==> src/rtl/pipeline_ctrl_stage.sv <==
// Control-word pipeline for the ID/EX, EX/MEM and MEM/WB stages of a 5-stage MIPS core.
// Handles load-use stalls, branch/jump flushes, global hold and EX-stage forwarding selects.
module pipeline_ctrl_stage #(
    parameter int RA_W = 5
) (
    input  logic            clk,
    input  logic            reset_n,
    input  logic [9:0]      id_ctrl,
    input  logic [RA_W-1:0] id_rs,
    input  logic [RA_W-1:0] id_rt,
    input  logic [RA_W-1:0] id_rd,
    input  logic            branch_taken,
    input  logic            hold,
    output logic [9:0]      ex_ctrl,
    output logic [9:0]      mem_ctrl,
    output logic [9:0]      wb_ctrl,
    output logic [RA_W-1:0] ex_rs,
    output logic [RA_W-1:0] ex_rt,
    output logic [RA_W-1:0] ex_wreg,
    output logic [RA_W-1:0] mem_wreg,
    output logic [RA_W-1:0] wb_wreg,
    output logic            pc_write,
    output logic            ifid_write,
    output logic            ifid_flush,
    output logic [1:0]      forward_a,
    output logic [1:0]      forward_b
);

    // Control-word bit positions
    localparam int REG_DST   = 9;
    localparam int REG_WRITE = 6;
    localparam int MEM_READ  = 5;
    localparam int JUMP      = 2;

    localparam logic [1:0] FWD_RF  = 2'b00;
    localparam logic [1:0] FWD_MEM = 2'b10;
    localparam logic [1:0] FWD_WB  = 2'b01;

    logic [9:0]      ex_ctrl_q,  ex_ctrl_d;
    logic [RA_W-1:0] ex_rs_q,    ex_rs_d;
    logic [RA_W-1:0] ex_rt_q,    ex_rt_d;
    logic [RA_W-1:0] ex_rd_q,    ex_rd_d;
    logic [9:0]      mem_ctrl_q;
    logic [RA_W-1:0] mem_wreg_q;
    logic [9:0]      wb_ctrl_q;
    logic [RA_W-1:0] wb_wreg_q;

    logic luse;
    logic bubble;
    logic [RA_W-1:0] ex_wreg_w;

    function automatic logic [1:0] fwd_sel(
        input logic [RA_W-1:0] src,
        input logic            mem_we,
        input logic [RA_W-1:0] mem_dst,
        input logic            wb_we,
        input logic [RA_W-1:0] wb_dst
    );
        if (mem_we && mem_dst != '0 && mem_dst == src)
            return FWD_MEM;
        else if (wb_we && wb_dst != '0 && wb_dst == src)
            return FWD_WB;
        else
            return FWD_RF;
    endfunction

    assign luse = ex_ctrl_q[MEM_READ] && (ex_rt_q != '0) &&
                  ((ex_rt_q == id_rs) || (ex_rt_q == id_rt));
    // A taken branch discards the ID instruction, so it also squashes EX.
    assign bubble    = luse || branch_taken;
    assign ex_wreg_w = ex_ctrl_q[REG_DST] ? ex_rd_q : ex_rt_q;

    // NOTE: every variable written here gets a default first so no latch is inferred.
    always_comb begin
        ex_ctrl_d  = id_ctrl;
        ex_rs_d    = id_rs;
        ex_rt_d    = id_rt;
        ex_rd_d    = id_rd;
        pc_write   = 1'b0;
        ifid_write = 1'b0;
        ifid_flush = 1'b0;
        if (bubble) begin
            ex_ctrl_d = '0;
            ex_rs_d   = '0;
            ex_rt_d   = '0;
            ex_rd_d   = '0;
        end
        if (!hold) begin
            pc_write   = branch_taken || !luse;
            ifid_write = branch_taken || !luse;
            ifid_flush = branch_taken || (id_ctrl[JUMP] && !luse);
        end
    end

    // NOTE: sequential state uses non-blocking assignments so all stages shift on the same edge.
    always_ff @(posedge clk or negedge reset_n) begin
        if (!reset_n) begin
            ex_ctrl_q  <= '0;
            ex_rs_q    <= '0;
            ex_rt_q    <= '0;
            ex_rd_q    <= '0;
            mem_ctrl_q <= '0;
            mem_wreg_q <= '0;
            wb_ctrl_q  <= '0;
            wb_wreg_q  <= '0;
        end else if (!hold) begin
            ex_ctrl_q  <= ex_ctrl_d;
            ex_rs_q    <= ex_rs_d;
            ex_rt_q    <= ex_rt_d;
            ex_rd_q    <= ex_rd_d;
            mem_ctrl_q <= ex_ctrl_q;
            mem_wreg_q <= ex_wreg_w;
            wb_ctrl_q  <= mem_ctrl_q;
            wb_wreg_q  <= mem_wreg_q;
        end
    end

    assign forward_a = fwd_sel(ex_rs_q, mem_ctrl_q[REG_WRITE], mem_wreg_q,
                               wb_ctrl_q[REG_WRITE], wb_wreg_q);
    assign forward_b = fwd_sel(ex_rt_q, mem_ctrl_q[REG_WRITE], mem_wreg_q,
                               wb_ctrl_q[REG_WRITE], wb_wreg_q);

    assign ex_ctrl  = ex_ctrl_q;
    assign mem_ctrl = mem_ctrl_q;
    assign wb_ctrl  = wb_ctrl_q;
    assign ex_rs    = ex_rs_q;
    assign ex_rt    = ex_rt_q;
    assign ex_wreg  = ex_wreg_w;
    assign mem_wreg = mem_wreg_q;
    assign wb_wreg  = wb_wreg_q;

endmodule
==> config.mk <==
export PLATFORM = sky130hd
export DESIGN_NAME = pipeline_ctrl_stage
export DESIGN_NICKNAME = d
export VERILOG_FILES = /design/src/rtl/pipeline_ctrl_stage.sv
export SDC_FILE = /design/constraint.sdc
export NUM_CORES = 1
export LEC_CHECK = 0
export BUFFER_PORTS_ARGS = -buffer_cell sky130_fd_sc_hd__buf_2
export CORE_ASPECT_RATIO = 0.9
export CORE_MARGIN = 1.5
export CORE_UTILIZATION = 54
export CTS_BUF_LIST = sky130_fd_sc_hd__clkbuf_4 sky130_fd_sc_hd__clkbuf_8
export DETAILED_ROUTE_END_ITERATION = 8
export PLACE_DENSITY = 0.85
export SLEW_MARGIN = 20
export SYNTH_ARGS = -nofsm -noshare
export SYNTH_HDL_FRONTEND = slang
export SYNTH_SLANG_ARGS = --single-unit
export TNS_END_PERCENT = 100
==> constraint.sdc <==
create_clock -name clk -period 2.25 [get_ports clk]
set_clock_uncertainty 0.15 [all_clocks]
set_input_delay 0.1125 -clock clk [delete_from_list [all_inputs] [get_ports clk]]
set_output_delay 0.1125 -clock clk [all_outputs]
set_load 0.02 [all_outputs]
==> implementation parameters <==
Parameter                              Value

Floorplan
  Rows    26
  IO Pins    91
  Area inside the core boundary    5628 sq um
  Area of the die    6273 sq um
  Starting density of the core    55.71%
  Die width    83.32 um
  Chip Height    around 75 um

Final layout
  Number of nets at the end of the flow    a little under 400
  Synthesis-to-layout area growth    24.90%
  Non-filler instance count after layout    437
  Fin util    69.59%
  Number of antenna cells inserted    0
  Ratio of cells with drive above 1 in the final layout    60.22%
  # fillers    approximately 430

Critical path
  Series of cell instances along the critical path    xor2_1 -> or4_4 -> nor4_2 -> buf_4
  Beginning of the critical path    ex_rt[4]
  Critical Path RT    about 2000 ps
  FF-to-FF setup slack    210 ps
  Endpoint of the most critical register-to-register path    ex_ctrl[9]
  Type of element capturing the critical path    output port
  Critical path class    reg -> out
  Arrival @ worst endpoint    1970 ps
  Master of the slowest instance on the critical path    sky130_fd_sc_hd__or4_4
  Biggest fanout along the worst timing path    5
  Count of buffer and inverter cells on the critical path    1
  Launching point of the worst reg2reg path    ex_rt[4]
  Reg2Reg Depth    7
  Highest cell delay on the worst timing path    ~520 ps
  Type of origin of the critical path    flop
  Kind of cell adding the most delay to the critical path    simple AND/OR/NAND/NOR gates

Routing
  Via Count    2512
  Detail Route Antenna Nets    0
  # DRC    0
  Iteration count of the initial detailed-routing pass    4
  Final routed wire length divided by cell count    17.41 um
  Total detailed-routing wirelength    between 7000 and 8000 um
  Vias per Instance    around 5.7
  Initial DRC count    164

Synth
  Ranking of synthesized cells by area    sky130_fd_sc_hd__dfrtp_1 44%, sky130_fd_sc_hd__mux2_2 13%, sky130_fd_sc_hd__or3b_2 6.4%
  Post-synth net total    approximately 300
  Sequential share of the synthesized area    between 40% and 50%
  Synthesis Warnings    0
  Average footprint of a synthesized cell    11.61 sq um
  Area leader, netlist    sky130_fd_sc_hd__dfrtp_1
  Area share of the leading cell type in the synthesized netlist    43.89%
  Cell count after synthesis    between 200 and 300
  Synth Cell Area    3136 sq um
  Post-synth cell types    30
  Flop and latch count out of synthesis    55

STA
  Tightest slew margin relative to the limit    51.33%
  Count of final max-slew check failures    0
  Achievable clock frequency    0.4471 GHz
  Period minus WS final    about 2200 ps
  Post-route fraction of the period consumed by the critical path    between 90% and 100%
  Final hold viol count    0
  RSZ-0062 raised after global routing    yes
  Slew at the pin with the worst max-slew slack    730.1 ps
  Final setup violation count    0

Global route
  Via count of the first global-routing pass    2351
  All-layer global routing usage    24.50%
  Global-route wire length before repair    12080 um
  GRT overflow    0
  Initial antenna violation count    0
  Pin count of the biggest net entering global routing    50

Power
  Power Dens Cells    829.4 nW/um^2
  LEAKAGE    1.768 nW
  Worst voltage drop across the vdd grid    around 0.49 mV
  Post-layout total power    about 0.0032 W

Placed design
  Dpl cells    414
  # port buffers    90
  Routability cong.    roughly 0.9
  Placed wire-length estimate    5126 um

Min path
  Tightest Hold Check Type    in -> reg
  Start point of the worst min-delay path    id_ctrl[3]
  Hold Path Stages    3
  Hold-critical path endpoint    ex_ctrl[3]

Clocking
  Number of H-tree levels    2
  CTS root buf    sky130_fd_sc_hd__clkbuf_8
  Clock input transition at the sequential cells of the worst setup and hold paths    100 ps
  Clock tree from TritonCTS    yes
  Later-pin clock latency in the skew report    a little over 300 ps
  Deepest clock path buffer count    2
  Inserted Clock Buffers    5
  Clk sinks    between 50 and 60

Status
  Status    completed

Flow run
  MaxCap Viol Count    0
-- metrics by stage --
stage	hold slack (ps)	worst slack (ps)	setup TNS, ps	instance area [sq um]
CTS	1.899	8.064	0	3815
floorplan	-333.1	57.35	0	3152
global route	2.387	-53.03	-85.25	3916
detailed placement	32.90	221.3	0	3654
global placement	23.50	317.0	0	3654
finish	9.129	13.35	0	3916
-- worst reg2reg max path, cell delays in order (launching register included) --
cell                      delay, ps
sky130_fd_sc_hd__dfrtp_2        470
sky130_fd_sc_hd__buf_4          170
sky130_fd_sc_hd__xnor2_1        160
sky130_fd_sc_hd__nand3_1        140
sky130_fd_sc_hd__o22ai_4        310
sky130_fd_sc_hd__buf_4          170
sky130_fd_sc_hd__buf_4          200
sky130_fd_sc_hd__o21ai_0        140
-- synth_stat cells --
library cell and count:
sky130_fd_sc_hd__buf_4 3, sky130_fd_sc_hd__o21ai_2 20, sky130_fd_sc_hd__o22ai_4 1, sky130_fd_sc_hd__nand3_1 4, sky130_fd_sc_hd__nand2_1 4, sky130_fd_sc_hd__xnor2_1 16, sky130_fd_sc_hd__nor2_1 2, sky130_fd_sc_hd__mux2_2 35
sky130_fd_sc_hd__buf_2 8, sky130_fd_sc_hd__clkbuf_1 11, sky130_fd_sc_hd__o21ai_1 1, sky130_fd_sc_hd__a22oi_1 22, sky130_fd_sc_hd__nor2_2 1, sky130_fd_sc_hd__clkbuf_4 1, sky130_fd_sc_hd__clkbuf_2 1, sky130_fd_sc_hd__o21ai_0 6
sky130_fd_sc_hd__or4_1 4, sky130_fd_sc_hd__or3b_2 23, sky130_fd_sc_hd__or4_4 1, sky130_fd_sc_hd__nor3b_1 23, sky130_fd_sc_hd__buf_6 3, sky130_fd_sc_hd__a22oi_2 1, sky130_fd_sc_hd__buf_1 1, sky130_fd_sc_hd__xor2_1 14
sky130_fd_sc_hd__a32oi_1 2, sky130_fd_sc_hd__a211oi_2 1, sky130_fd_sc_hd__dfrtp_1 55, sky130_fd_sc_hd__a21oi_1 1, sky130_fd_sc_hd__nor4_1 4, sky130_fd_sc_hd__o21ai_4 1
-- flip-flops by register name, summed over array words and instances (netlist names) --
| signal | flops |
|---|---|
| wb_wreg | 5 |
| mem_ctrl | 10 |
| ex_rt | 5 |
| ex_rd_q | 5 |
| ex_rs | 5 |
| ex_ctrl | 10 |
| wb_ctrl | 10 |
| mem_wreg | 5 |
-- power by group --
part | switching [W] | leakage (nW) | internal, W
Sequential | 0.000217 | 0.679 | 0.00118
Combinational | 0.000719 | 1.04 | 0.000574
Clock | 0.000335 | 0.0483 | 0.000220
-- routing by layer --
metal / GRT usage, % / wire, um / up-vias
met2: 39.39 / 3803 / 67
met3: 5.742 / 303 / 6
met4: 5.370 / 52 / 0
li1: - / - / 1180
met1: 34.57 / 3450 / 1259
met5: 0 / 0 / -
-- cell type report --
class                      count  area, sq um  area share, %
clock buffer                   5        68.82          1.757
tap                           70        87.58          2.236
clock inverter                 3        18.77         0.4792
timing repair buffer         117        700.7          17.89
multi-input combinational    187         1654          42.24
sequential                    55         1386          35.40
-- worst max path at each step --
stage,to,slack (ps),cells after the start
2_1_floorplan,pc_write,60,6
3_3_place_gp,forward_b[0],320,5
3_5_place_dp,ex_ctrl[9],220,6
4_1_cts,ifid_flush,8,5
5_1_grt,forward_b[0],-50,4
6_report,forward_b[0],10,4
-- what timing repair did --
| item | 4_1_cts | 5_1_grt |
|---|---|---|
| endpoints found under the hold margin | 28 | 1 |
| setup endpoints to repair | 3 | 6 |
| setup buffers | 3 | 7 |
| pin swaps | 0 | 6 |
| hold buffers | 4 | 1 |
| resized for setup | 6 | 13 |
-- cell families (layout without fill, tap and decap cells) --
family          count (synthesis)  count (layout)  synth area share (%)
xor+xnor                       30              30                 8.380
flops                          55              55                 43.89
compound gates                 56              56                 14.64
mux                            35              35                 12.57
buf+inv                        28             125                 4.908
simple gates                   66              66                 15.60
-- layout by cell type, fill, tap and decap left out --
| cell | count |
|---|---|
| sky130_fd_sc_hd__buf_2 | 86 |
| sky130_fd_sc_hd__dfrtp_1 | 47 |
| sky130_fd_sc_hd__mux2_2 | 35 |
| sky130_fd_sc_hd__buf_4 | 24 |
| sky130_fd_sc_hd__or3b_2 | 23 |
| sky130_fd_sc_hd__nor3b_1 | 23 |
| sky130_fd_sc_hd__a22oi_1 | 22 |
| sky130_fd_sc_hd__o21ai_2 | 21 |
| sky130_fd_sc_hd__xnor2_1 | 16 |
| sky130_fd_sc_hd__xor2_1 | 14 |
| sky130_fd_sc_hd__dfrtp_2 | 8 |
| sky130_fd_sc_hd__o21ai_0 | 5 |
| sky130_fd_sc_hd__clkbuf_8 | 5 |
| sky130_fd_sc_hd__dlygate4sd3_1 | 5 |
| sky130_fd_sc_hd__or4_4 | 4 |
| sky130_fd_sc_hd__nand3_1 | 4 |
| sky130_fd_sc_hd__nand2_1 | 4 |
| sky130_fd_sc_hd__nor4_2 | 3 |
| sky130_fd_sc_hd__o21ai_4 | 2 |
| sky130_fd_sc_hd__nor2_1 | 2 |
| sky130_fd_sc_hd__a32oi_1 | 2 |
| sky130_fd_sc_hd__clkinv_2 | 2 |
| sky130_fd_sc_hd__buf_12 | 2 |
| sky130_fd_sc_hd__nor4_1 | 1 |
| sky130_fd_sc_hd__or4_1 | 1 |
| sky130_fd_sc_hd__o22ai_4 | 1 |
| sky130_fd_sc_hd__nor2_2 | 1 |
| sky130_fd_sc_hd__a211oi_2 | 1 |
| sky130_fd_sc_hd__a21oi_2 | 1 |
| sky130_fd_sc_hd__a22oi_2 | 1 |
| sky130_fd_sc_hd__inv_6 | 1 |
Power figures use the tool's default switching activity.
